===== src/rtl/button_conditioner_pkg.sv =====
// ----------------------------------------------------------------------------
// btn_cond_pkg
// Shared definitions for the pushbutton conditioner:
//   - btn_state_t : per-channel debounce FSM state encoding
//   - cnt_width() : width of the shared debounce/repeat counters, wide enough
//                   for the largest of the three cycle limits
// ----------------------------------------------------------------------------
package btn_cond_pkg;

    typedef enum logic [1:0] {
        RELEASED     = 2'd0,
        PRESS_PEND   = 2'd1,
        HELD         = 2'd2,
        RELEASE_PEND = 2'd3
    } btn_state_t;

    // Bits needed to hold max(debounce, delay, period) without wrapping.
    function automatic int cnt_width(input int debounce_cycles,
                                     input int repeat_delay,
                                     input int repeat_period);
        int max_v;
        max_v = debounce_cycles;
        max_v = (repeat_delay  > max_v) ? repeat_delay  : max_v;
        max_v = (repeat_period > max_v) ? repeat_period : max_v;
        return (max_v < 1) ? 1 : $clog2(max_v + 1);
    endfunction

endpackage


===== src/rtl/button_conditioner_channel.sv =====
// ----------------------------------------------------------------------------
// btn_channel
// One pushbutton lane: 2-flop synchronizer, debounce FSM, debounce counter
// and auto-repeat counter. All outputs are registered.
// Ports:
//   clk         : system clock, rising edge
//   rst_n       : asynchronous active-low reset
//   btn_in      : raw asynchronous button input, active high
//   btn_level   : debounced level (1 in HELD / RELEASE_PEND)
//   btn_press   : one-cycle strobe on accepted press
//   btn_release : one-cycle strobe on accepted release
//   btn_repeat  : one-cycle auto-repeat strobe while held
// ----------------------------------------------------------------------------
module btn_channel
    import btn_cond_pkg::*;
#(
    parameter int DEBOUNCE_CYCLES = 500000,
    parameter int REPEAT_DELAY    = 50000000,
    parameter int REPEAT_PERIOD   = 10000000
) (
    input  logic clk,
    input  logic rst_n,
    input  logic btn_in,
    output logic btn_level,
    output logic btn_press,
    output logic btn_release,
    output logic btn_repeat
);

    localparam int CNT_W = cnt_width(DEBOUNCE_CYCLES, REPEAT_DELAY, REPEAT_PERIOD);
    localparam logic [CNT_W-1:0] CNT_ZERO = {CNT_W{1'b0}};
    localparam logic [CNT_W-1:0] CNT_ONE  = {{(CNT_W-1){1'b0}}, 1'b1};
    localparam logic [CNT_W-1:0] CNT_MAX  = {CNT_W{1'b1}};
    localparam logic [CNT_W-1:0] DB_LIMIT = CNT_W'(DEBOUNCE_CYCLES);
    localparam logic [CNT_W-1:0] RD_LIMIT = CNT_W'(REPEAT_DELAY);
    localparam logic [CNT_W-1:0] RP_LIMIT = CNT_W'(REPEAT_PERIOD);
    localparam bit               REPEAT_EN = (REPEAT_DELAY != 0);

    logic             sync0_r;
    logic             sync1_r;
    btn_state_t       state_r;
    btn_state_t       state_s;
    logic [CNT_W-1:0] cnt_r;
    logic [CNT_W-1:0] cnt_s;
    logic [CNT_W-1:0] cnt_inc_s;
    logic [CNT_W-1:0] rcnt_r;
    logic [CNT_W-1:0] rcnt_s;
    logic [CNT_W-1:0] rcnt_inc_s;
    logic [CNT_W-1:0] rtarget_s;
    logic             rfirst_r;
    logic             rfirst_s;
    logic             level_r;
    logic             level_s;
    logic             press_r;
    logic             press_s;
    logic             release_r;
    logic             release_s;
    logic             repeat_r;
    logic             repeat_s;

    // Two-flop synchronizer; the FSM only ever looks at sync1_r.
    always_ff @(posedge clk or negedge rst_n) begin
        if (!rst_n) begin
            sync0_r <= 1'b0;
            sync1_r <= 1'b0;
        end else begin
            sync0_r <= btn_in;
            sync1_r <= sync0_r;
        end
    end

    // Saturating increments and the current repeat target (delay, then period).
    always_comb begin
        cnt_inc_s  = (cnt_r  == CNT_MAX) ? cnt_r  : (cnt_r  + CNT_ONE);
        rcnt_inc_s = (rcnt_r == CNT_MAX) ? rcnt_r : (rcnt_r + CNT_ONE);
        rtarget_s  = rfirst_r ? RD_LIMIT : RP_LIMIT;
    end

    // Debounce FSM next state, counters and strobe requests.
    always_comb begin
        state_s   = state_r;
        cnt_s     = cnt_r;
        rcnt_s    = rcnt_r;
        rfirst_s  = rfirst_r;
        press_s   = 1'b0;
        release_s = 1'b0;
        repeat_s  = 1'b0;
        case (state_r)
            RELEASED: begin
                rcnt_s   = CNT_ZERO;
                rfirst_s = 1'b1;
                if (sync1_r) begin
                    state_s = PRESS_PEND;
                    cnt_s   = CNT_ONE;
                end else begin
                    cnt_s   = CNT_ZERO;
                end
            end
            PRESS_PEND: begin
                // Change is accepted on the DEBOUNCE_CYCLES-th consecutive high sample.
                if (!sync1_r) begin
                    state_s = RELEASED;
                    cnt_s   = CNT_ZERO;
                end else if (cnt_inc_s == DB_LIMIT) begin
                    state_s  = HELD;
                    cnt_s    = CNT_ZERO;
                    rcnt_s   = CNT_ZERO;
                    rfirst_s = 1'b1;
                    press_s  = 1'b1;
                end else begin
                    cnt_s = cnt_inc_s;
                end
            end
            HELD: begin
                if (!sync1_r) begin
                    // Repeat counter holds its value while the release is pending.
                    state_s = RELEASE_PEND;
                    cnt_s   = CNT_ONE;
                end else if (REPEAT_EN && (rcnt_inc_s == rtarget_s)) begin
                    repeat_s = 1'b1;
                    rcnt_s   = CNT_ZERO;
                    rfirst_s = 1'b0;
                end else if (REPEAT_EN) begin
                    rcnt_s = rcnt_inc_s;
                end else begin
                    rcnt_s = CNT_ZERO;
                end
            end
            RELEASE_PEND: begin
                if (sync1_r) begin
                    // Bounce back: repeat timing resumes where it froze.
                    state_s = HELD;
                    cnt_s   = CNT_ZERO;
                end else if (cnt_inc_s == DB_LIMIT) begin
                    state_s   = RELEASED;
                    cnt_s     = CNT_ZERO;
                    release_s = 1'b1;
                end else begin
                    cnt_s = cnt_inc_s;
                end
            end
            default: begin
                state_s  = RELEASED;
                cnt_s    = CNT_ZERO;
                rcnt_s   = CNT_ZERO;
                rfirst_s = 1'b1;
            end
        endcase
        level_s = (state_s == HELD) || (state_s == RELEASE_PEND);
    end

    // FSM, counters and registered outputs.
    always_ff @(posedge clk or negedge rst_n) begin
        if (!rst_n) begin
            state_r   <= RELEASED;
            cnt_r     <= CNT_ZERO;
            rcnt_r    <= CNT_ZERO;
            rfirst_r  <= 1'b1;
            level_r   <= 1'b0;
            press_r   <= 1'b0;
            release_r <= 1'b0;
            repeat_r  <= 1'b0;
        end else begin
            state_r   <= state_s;
            cnt_r     <= cnt_s;
            rcnt_r    <= rcnt_s;
            rfirst_r  <= rfirst_s;
            level_r   <= level_s;
            press_r   <= press_s;
            release_r <= release_s;
            repeat_r  <= repeat_s;
        end
    end

    assign btn_level   = level_r;
    assign btn_press   = press_r;
    assign btn_release = release_r;
    assign btn_repeat  = repeat_r;

endmodule


===== src/rtl/button_conditioner.sv =====
// ----------------------------------------------------------------------------
// button_conditioner
// Board-input front end: NUM_BTNS independent debounce channels turning raw
// bouncing pushbuttons into clean levels plus press/release/repeat strobes.
// Ports:
//   clk         : system clock, rising edge
//   rst_n       : asynchronous active-low reset
//   btn_in      : raw asynchronous button inputs, active high
//   btn_level   : debounced button state
//   btn_press   : one-cycle strobe on accepted 0->1
//   btn_release : one-cycle strobe on accepted 1->0
//   btn_repeat  : one-cycle auto-repeat strobe while held
// ----------------------------------------------------------------------------
module button_conditioner
    import btn_cond_pkg::*;
#(
    parameter int NUM_BTNS        = 5,
    parameter int DEBOUNCE_CYCLES = 500000,
    parameter int REPEAT_DELAY    = 50000000,
    parameter int REPEAT_PERIOD   = 10000000
) (
    input  logic                clk,
    input  logic                rst_n,
    input  logic [NUM_BTNS-1:0] btn_in,
    output logic [NUM_BTNS-1:0] btn_level,
    output logic [NUM_BTNS-1:0] btn_press,
    output logic [NUM_BTNS-1:0] btn_release,
    output logic [NUM_BTNS-1:0] btn_repeat
);

    for (genvar i = 0; i < NUM_BTNS; i++) begin : g_chan
        btn_channel #(
            .DEBOUNCE_CYCLES (DEBOUNCE_CYCLES),
            .REPEAT_DELAY    (REPEAT_DELAY),
            .REPEAT_PERIOD   (REPEAT_PERIOD)
        ) u_chan (
            .clk         (clk),
            .rst_n       (rst_n),
            .btn_in      (btn_in[i]),
            .btn_level   (btn_level[i]),
            .btn_press   (btn_press[i]),
            .btn_release (btn_release[i]),
            .btn_repeat  (btn_repeat[i])
        );
    end

endmodule


===== config.mk =====
export PLATFORM = sky130hd
export DESIGN_NAME = button_conditioner
export DESIGN_NICKNAME = d
export VERILOG_FILES = /design/src/rtl/button_conditioner_pkg.sv /design/src/rtl/button_conditioner_channel.sv /design/src/rtl/button_conditioner.sv
export SDC_FILE = /design/constraint.sdc
export NUM_CORES = 1
export LEC_CHECK = 0
export ABC_AREA = 0
export BUFFER_PORTS_ARGS = -buffer_cell sky130_fd_sc_hd__clkbuf_2
export CAP_MARGIN = 0
export CORE_ASPECT_RATIO = 1.1
export CORE_UTILIZATION = 40
export CTS_CLUSTER_DIAMETER = 40
export DETAILED_ROUTE_END_ITERATION = 10
export PLACE_DENSITY = 0.52
export SYNTH_ARGS = -nofsm -noshare
export SYNTH_HDL_FRONTEND = slang
export SYNTH_SLANG_ARGS = --single-unit

===== constraint.sdc =====
create_clock -name clk -period 4.6 [get_ports clk]
set_clock_uncertainty 0.05 [all_clocks]
set_input_delay 0.23 -clock clk [delete_from_list [all_inputs] [get_ports clk]]
set_output_delay 0.23 -clock clk [all_outputs]
set_load 0.005 [all_outputs]

**Word level (Yosys, flattened, before mapping)**

Cells that the tools add are included.

- Output and inout bits: 20
- Word-level logic and storage cells: 325
- Bits in writable memories: 0
- Bits in latches: 0
- Input bits: 7
- Memory bits (read-only): 0
- Memories kept: 0
- Flip-flop bits (word level): 305

- Equal/unequal tests: 70
- Mux-type cells: 170
- Multiply operators: 0
- Reduce and logical (&&, ||, !) cells: 25
- Bitwise operators: 0
- Divide/modulo/power cells: 0
- Order comparisons: 0
- Add/subtract/negate cells: 10
- Shift operators: 0

Operator list:

| kind | count |
|---|---|
| $mux W26 | 55 |
| $pmux W26 S4 | 5 |
| $pmux W26 S3 | 5 |
| $add A26 B1 Y26 const B | 10 |
| $eq A26 B26 Y1 const B | 10 |
| $eq A26 B19 Y1 const B | 5 |
| $eq A26 B26 Y1 | 5 |
| $mux W1 | 65 |
| $mux W2 | 30 |
| $eq A2 B2 Y1 const B | 20 |
| $ne A2 B1 Y1 const B | 20 |
| $pmux W2 S4 | 5 |
| $reduce_and A5 Y1 | 5 |
| $reduce_and A4 Y1 | 5 |
| $pmux W1 S3 | 5 |
| $reduce_bool A3 Y1 | 5 |
| $eq A2 B1 Y1 const B | 5 |
| $logic_not A2 Y1 | 5 |
| $ne A2 B2 Y1 const B | 5 |
| $logic_or A1 B1 Y1 | 5 |

**Logic depth before layout (Yosys ltp)**

Gate-level depths: netlist of the first run.

- Word-level depth: 8
- Gate-level depth with buffers: 14
- Gate-level depth less buffers: 10

**By module**

Synthesis of the first run repeated with hierarchy kept, for this count alone.

- Cell total of the unflattened synthesis: 2,852
- Area, all modules: 22,829.4 µm²

By module, submodules not included:

| module | seq. area each (µm²) | instances | area each (µm²) | cells each |
|---|---|---|---|---|
| btn_channel (g_chan[0].u_chan ...) | 1,527.7 | 4 | 4,573.1 | 569 |
| btn_channel (g_chan[4].u_chan) | 1,527.7 | 1 | 4,536.9 | 576 |

**Least setup slack after synthesis of the first run**

No wires, ideal clock.

- Kind: reg2reg
- Start point: reg g_chan[2].u_chan.rcnt_r[0]
- End point: reg g_chan[2].u_chan.rcnt_r[17]
- Period minus slack after synthesis: 3.585 ns
- Arrival time: 3.409 ns
- Setup time: 0.126 ns
- Setup slack: 1.015 ns
- Stages on the path, launching flop included: 13
- Data required time: 4.424 ns
- Path through: dfrtp_1 ha_1 nand4_2 or3_1 buf_2 o31ai_4 mux2i_1 o2111ai_1 or4_4 a211oi_4 buf_6 nor3_1 a221o_1

- Longest elaborated chain between the ends: 6
- Elaborated cells between the ends (all ways): 7
- Classes of those cells: add/sub (1); eq/ne (2); mux (4)

Ends and longest elaborated chain:

| element | RTL line | RTL |
|---|---|---|
| start: declaration | button_conditioner_channel.sv:46 | `logic [CNT_W-1:0] rcnt_r;` |
| start signal: assignment | button_conditioner_channel.sv:166 | `rcnt_r <= rcnt_s;` |
| $add A26 B1 Y26 / $eq A26 B26 Y1 (equally long branches) | button_conditioner_channel.sv:75 | `rcnt_inc_s = (rcnt_r == CNT_MAX) ? rcnt_r : (rcnt_r + CNT_ONE);` |
| $mux W26 (*) | button_conditioner_channel.sv:75 |  |
| $eq A26 B26 Y1 | button_conditioner_channel.sv:119 | `end else if (REPEAT_EN && (rcnt_inc_s == rtarget_s)) begin` |
| $mux W26 (*) | button_conditioner_channel.sv:119 |  |
| $mux W26 (*) | button_conditioner_channel.sv:115 | `if (!sync1_r) begin` |
| $pmux W26 S3 (*) | button_conditioner_channel.sv:88 | `case (state_r)` |

Mark *: on every way between the ends. The rest lies on a longest branch, timed or not. The select of a mux whose other input is x is not followed.
A chain may end at the register's enable or synchronous reset.

**Final worst setup path of the first run**

- Start point: reg g_chan[2].u_chan.cnt_r[0]
- End point: reg g_chan[2].u_chan.cnt_r[7]

- Longest elaborated chain between the ends: 6
- Elaborated cells between the ends (all ways): 8
- Classes of those cells: add/sub (1); eq/ne (2); mux (5)

Ends and longest elaborated chain:

| element | RTL line | RTL |
|---|---|---|
| start: declaration | button_conditioner_channel.sv:43 | `logic [CNT_W-1:0] cnt_r;` |
| start signal: assignment | button_conditioner_channel.sv:165 | `cnt_r <= cnt_s;` |
| $add A26 B1 Y26 / $eq A26 B26 Y1 (equally long branches) | button_conditioner_channel.sv:74 | `cnt_inc_s = (cnt_r == CNT_MAX) ? cnt_r : (cnt_r + CNT_ONE);` |
| $mux W26 (*) | button_conditioner_channel.sv:74 |  |
| $eq A26 B19 Y1 | button_conditioner_channel.sv:104, button_conditioner_channel.sv:134 |  |
| $mux W26 (*) | button_conditioner_channel.sv:104, button_conditioner_channel.sv:134 |  |
| $mux W26 (on tied branches) | button_conditioner_channel.sv:130, button_conditioner_channel.sv:101 |  |
| $pmux W26 S4 (*) | button_conditioner_channel.sv:88 |  |

Mark *: on every way between the ends. The rest lies on a longest branch, timed or not.

==> results of run 1 <==
[power by group]
part	switching, uW	total [uW]	internal [uW]
combinational	164	233	68.8
clock	1670	5250	3570
sequential	52.8	2770	2720
total	1890	8250	6360
[per-stage QoR]
stage / worst slack (ns) / std cells / hold slack (ns) / instance area, sq um
CTS: 0.407 / 3517 / 0.200 / 25300
global placement: 0.483 / 3384 / 0.253 / 22800
finish: 0.357 / 3517 / 0.189 / 25300
detailed placement: 0.443 / 3384 / 0.260 / 22800
floorplan: 1.01 / 2815 / -0.116 / 22300
global route: 0.0457 / 3517 / 0.223 / 25300
[cell usage after synthesis (11+ instances only)]
cell type | instances | area, sq um
a31oi_1 | 102 | 638
and3_1 | 71 | 444
nand3_1 | 211 | 1060
o21ai_0 | 145 | 726
nand2b_1 | 28 | 175
nor4_1 | 47 | 294
a22o_1 | 13 | 114
o22a_1 | 11 | 96.3
nand4_1 | 117 | 732
nor4_2 | 11 | 138
buf_4 | 23 | 173
nor2b_1 | 12 | 75.1
o31ai_1 | 33 | 248
nand2_1 | 317 | 1190
a21o_1 | 13 | 97.6
o311ai_0 | 19 | 166
and4_1 | 48 | 420
a21oi_1 | 154 | 771
and2_1 | 26 | 163
mux2i_1 | 34 | 340
a41oi_1 | 16 | 140
o211ai_1 | 23 | 173
a211o_1 | 20 | 175
inv_1 | 59 | 221
dfrtp_1 | 300 | 7510
buf_2 | 53 | 265
or4_1 | 12 | 90.1
xnor2_1 | 62 | 543
clkbuf_1 | 155 | 582
nor3_1 | 115 | 576
a211oi_1 | 28 | 210
xor2_1 | 41 | 359
or3_1 | 45 | 282
nor3b_1 | 16 | 120
nor2_1 | 192 | 721
[layer usage]
layer	share of wire, %	wire, um
met5	0	0
met4	2.3	1500
met3	4.8	3100
met2	47	30300
met1	46	29700
[repair_timing]
action,in CTS,in global routing
buffers inserted,0,0
resized for setup,0,0
hold buffers,6,0
endpoints found under the hold margin,90,0
[final timing paths]
check / cells after the start / from / end
setup / recovery: 11 / g_chan[2].u_chan.cnt_r[0] / g_chan[2].u_chan.cnt_r[7]
setup reg to reg: 11 / g_chan[2].u_chan.cnt_r[0] / g_chan[2].u_chan.cnt_r[7]
min in group clk: 2 / btn_in[4] / g_chan[4].u_chan.sync0_r
max in group asynchronous: 3 / rst_n / g_chan[0].u_chan.cnt_r[8]
hold / removal: 2 / rst_n / g_chan[1].u_chan.cnt_r[3]
hold reg to reg: 0 / g_chan[0].u_chan.sync0_r / g_chan[0].u_chan.sync1_r
[area by class of cell]
type	instances	area (sq um)
inverter	59	221
fill	5382	29800
tap	736	921
multi-input combinational	2204	13400
clock inverter	38	497
timing repair buffer	86	618
sequential	305	7640
clock buffer	89	1990
[worst max-delay path: cells and delay by family, from the launching register on]
family / cells / cell delay, ns
compound gates: 3 / 0.70
fa+ha+maj: 1 / 0.34
buf+inv: 1 / 0.34
flops: 1 / 0.38
simple gates: 6 / 2.33
[cells by family (layout without fill, tap and decap cells)]
family                     after synthesis  count (layout)  share of synthesized area [%]
xor gates and xnor gates               103             103                           4.04
muxes                                   42              42                           1.93
DFF                                    305             305                           34.2
buffers and inverters                  306             272                           5.96
and+or+nand+nor                       1335            1335                           31.8
AOI/OAI and AO/OA                      714             714                           21.5
adders and majority gates               10              10                          0.560
==> impl_metrics.yaml, run 1 <==
run_status:
  status: "finished clean"
finish:
  reg_top3: "g_chan.u_chan.cnt_r (130), g_chan.u_chan.rcnt_r (130), g_chan.u_chan.state_r (10)"
  antenna_cells: 0
  drive_above_1_share_pct: 10.1
  final_cell_mix: "nand2_1, dfrtp_1, nand3_1"
  final_nets: 2744
  final_common_cell: "nand2_1"
  post-route-util_pct: 46.0
  area.growth.synth_to_final_pct: 13.3
critical_path:
  max_stage_delay_ns: 0.62
  crit_path_top_delay_cell: "nor3_2"
  path_max_fanout: 18
  worstPathCellList: "ha_1, nand4_1, nor3_2, nand2_1, a41oi_1, nor4_1, and4b_1, nor2_2, buf_4, o21ai_0, a31oi_1"
  critPathRequiredTime_ns: 5.03
  critPathLaunchType: "register"
  rrSetupSlack_ns: 0.36
  arrival_ns: 4.68
  end_kind: "register"
  setup.worst_path.class: "reg2reg"
run:
  cap_violations: 0
pwr:
  p_leak_uw: 0.00970
  max-vdd-ir-drop_mv: 0.238
  p_per_area_mw_per_mm2: 326
  power_uw: 8250
synth:
  seq_area_frac_synth_pct: 34.2
  yosys_warnings: 0
  syn-cell-area_sq_mm: 0.0223
  ys_seq_elements: 305
  syn-instance-count: 2815
  synth_cell_types: 95
  syn_area_per_cell_sq_um: 7.94
  dominantRegCellSynth: "dfrtp_1"
  async_flop_share_pct: 100
  syn_nets: 2832
  synth_edf_count: 0
drt:
  drc_errors: 0
  viasPerCell: 6.12
  drt_pass1_iterations: 6
  drt_wl_total_mm: 64.7
  wl_per_cell_um: 18.4
  antenna_left: 0
  routed-via-count: 21513
  drt_iter0_markers: 1594
cts:
  cts-root-buf: "clkbuf_16"
  clockBufferDepth: 3
  cts_tree: "done"
  cts.sink_count: 305
  htreeDepth: 3
  clk_pin_slew_ns: 0.04
  cts_buffers: 71
  clkLatencyLatePin_ns: 0.60
die:
  die_w_um: 227
  pin_count: 27
  core_sq_mm: 0.0551
  die_area_sq_mm: 0.0568
  rows: 90
  die_h_um: 250
  initial_core_util_pct: 40.6
grt:
  grt_pass1_vias: 20239
  grt_start_max_net_pins: 101
  track_usage_pct: 22.9
  antenna_found_initial: 0
  busiest_layer: "met2"
  grtUsageMet2_pct: 36.8
  grt_pass1_wl_mm: 107
  use_met1_pct: 31.2
  overflow: 0
  grt_use_met3_pct: 3.24
sta:
  drv_slew: 0
  clock.fmax_mhz: 236
  slew_headroom_pct: 41.0
  finalCritPeriodShare_pct: 92.2
  rsz0062_at_grt: "no"
  worst_pin_slew_ns: 0.877
  fin_tns_setup_ns: 0
  setup_viol: 0
  min_period_ns: 4.24
  hold_viol: 0
placement:
  portBuffers: 26
  routabilityCongestion: 0.898
  place.detailed.hpwl_mm: 44.3
min_path:
  min_path_type: "in2async"
Note: power is estimated with default switching activity, not from simulation.
==> inputs of run 2 (changes only) <==
- clock period: 4.6 -> 4.3 ns (I/O delays scaled with it)
==> run 2 against run 1 <==
Against the previous run:
- register-to-register slack lost 0.08 ns
- first-iteration DRC count up 2.0%
- hold slack got worse by 0.077 ns
- largest power group unchanged
==> impl_metrics.yaml, run 2 (synthesis gave the netlist of run 1 again) <==
placement:
  routabilityCongestion: 0.917
  portBuffers: 26
  pre_cts_ws_ns: 0.286
  place.detailed.hpwl_mm: 44.4
sta:
  worst_pin_slew_ns: 1.25
  drv_slew: 0
  min_period_ns: 4.02
  slew_headroom_pct: 16.7
  rsz0062_at_grt: "no"
  setup_viol: 0
  fin_tns_setup_ns: 0
  hold_viol: 0
  clock.fmax_mhz: 249
  finalCritPeriodShare_pct: 93.5
  setup_ws_ns: 0.281
critical_path:
  worstSetupStartpoint: "g_chan[0].u_chan.rcnt_r[8]"
  worstReg2RegStart: "g_chan[0].u_chan.rcnt_r[8]"
  end_kind: "register"
  rrSetupSlack_ns: 0.28
  critPathRequiredTime_ns: 4.71
  crit_path_top_delay_cell: "or4_1"
  r2r-end: "g_chan[0].u_chan.rcnt_r[19]"
  setup.worst_path.class: "reg2reg"
  critPathLaunchType: "register"
  worstPathCellList: "nand4_1, or4_1, nor4_1, mux2_2, or4_1, a211oi_4, buf_4, nor2_1, a211o_1"
  path_max_fanout: 12
  arrival_ns: 4.43
  max_stage_delay_ns: 0.78
  reg2reg_depth: 9
  cp_common_cell: "or4_1"
drt:
  drc_errors: 0
  viasPerCell: 6.10
  routed-via-count: 21601
  drt_iter0_markers: 1626
  wl_per_cell_um: 18.3
  drt_wl_total_mm: 64.7
  drt_pass1_iterations: 5
  antenna_left: 0
finish:
  drive_above_1_share_pct: 10.9
  n_fill_cell: 5463
  final_common_cell: "nand2_1"
  final_nets: 2770
  reg_top3: "g_chan.u_chan.cnt_r (130), g_chan.u_chan.rcnt_r (130), g_chan.u_chan.state_r (10)"
  area.growth.synth_to_final_pct: 14.8
  final_cell_mix: "nand2_1, dfrtp_1, nand3_1"
  antenna_cells: 0
grt:
  grt_pass1_wl_mm: 109
  grt_pass1_vias: 20834
  grt_start_max_net_pins: 100
  track_usage_pct: 23.0
  overflow: 0
  antenna_found_initial: 0
cts:
  cts_buffers: 71
  cts-root-buf: "clkbuf_16"
  clockBufferDepth: 3
  cts_setup_buffers: 0
  cts.sink_count: 305
  htreeDepth: 3
  clk_pin_slew_ns: 0.04
  cts_tree: "done"
  clkLatencyLatePin_ns: 0.60
die:
  core_sq_mm: 0.0551
  pin_count: 27
  die_w_um: 227
  rows: 90
  initial_core_util_pct: 40.6
  die_area_sq_mm: 0.0568
  die_h_um: 250
min_path:
  min_path_type: "in2async"
run_status:
  status: "finished clean"
pwr:
  p_leak_uw: 0.00989
  max-vdd-ir-drop_mv: 0.309
  p_per_area_mw_per_mm2: 353
run:
  cap_violations: 0
## run 2: cell count changes in the layout (fill, tap and decap cells not counted), moves of 2 or more
cell / delta
clkbuf_16: +2
inv_8: -2
clkinvlp_4: -3
clkinv_4: -4
bufinv_16: +4
nor2_2: +2
buf_12: +2
buf_4: +24
## run 2: critical path: cells and delay by family, from the launching register on
family                 cells  cell delay, ns
muxes                      1            0.39
AOI/OAI and AO/OA          2            0.66
and+or+nand+nor            5            2.06
buffers and inverters      1            0.25
DFF                        1            0.48
## run 2: power by group
part	leakage [uW]	internal [uW]	total [uW]	switching, uW
registers	0.00420	2910	2960	57.7
logic	0.00443	74.3	247	173
clock network	0.00126	4100	5850	1740
## run 2: repair_timing
item,4_1_cts,5_1_grt
setup endpoints to repair,0,18
hold buffers,6,0
gates resized for setup,0,3
endpoints found under the hold margin,81,0
## run 2: metal layers
metal  vias to the layer above  share of wire [%]  GRT usage, %
li1                      10478                  -             -
met1                     10548                 46          30.3
met2                       454                 48          37.9
met3                       121                4.1          3.58
met4                         0                2.2          8.34
met5                         -                  0             0
## run 2: area by class of cell
class	instances	area (sq um)	share of cell area, %
Inverter	59	221	0.864
Clock inverter	33	537	2.09
Timing Repair Buffer	112	838	3.27
Tap cell	736	921	3.59
Sequential cell	305	7640	29.8
Multi-Input combinational cell	2204	13400	52.4
Clock buffer	92	2040	7.96
## run 2: stage by stage
step	hold WS (ns)	util, %	area (sq um)	power (uW)	instances
after floorplan	-0.131	-	22300	3140	2815
after global routing	0.198	46.6	25600	9400	3541
after global placement	0.207	41.7	23000	3250	3410
after detailed placement	0.220	41.7	23000	3260	3410
after CTS	0.170	46.5	25600	9210	3541
final	0.112	46.6	25600	9060	3541
## run 2: worst max-delay path by stage
stage / cells past startpoint / end / slack (ns)
finish: 9 / g_chan[0].u_chan.rcnt_r[19] / 0.28
global route: 9 / g_chan[0].u_chan.rcnt_r[22] / 0.03
CTS: 9 / g_chan[0].u_chan.rcnt_r[19] / 0.26
detailed placement: 9 / g_chan[0].u_chan.rcnt_r[19] / 0.29
global placement: 9 / g_chan[0].u_chan.rcnt_r[23] / 0.33
floorplan: 12 / g_chan[2].u_chan.rcnt_r[17] / 0.71
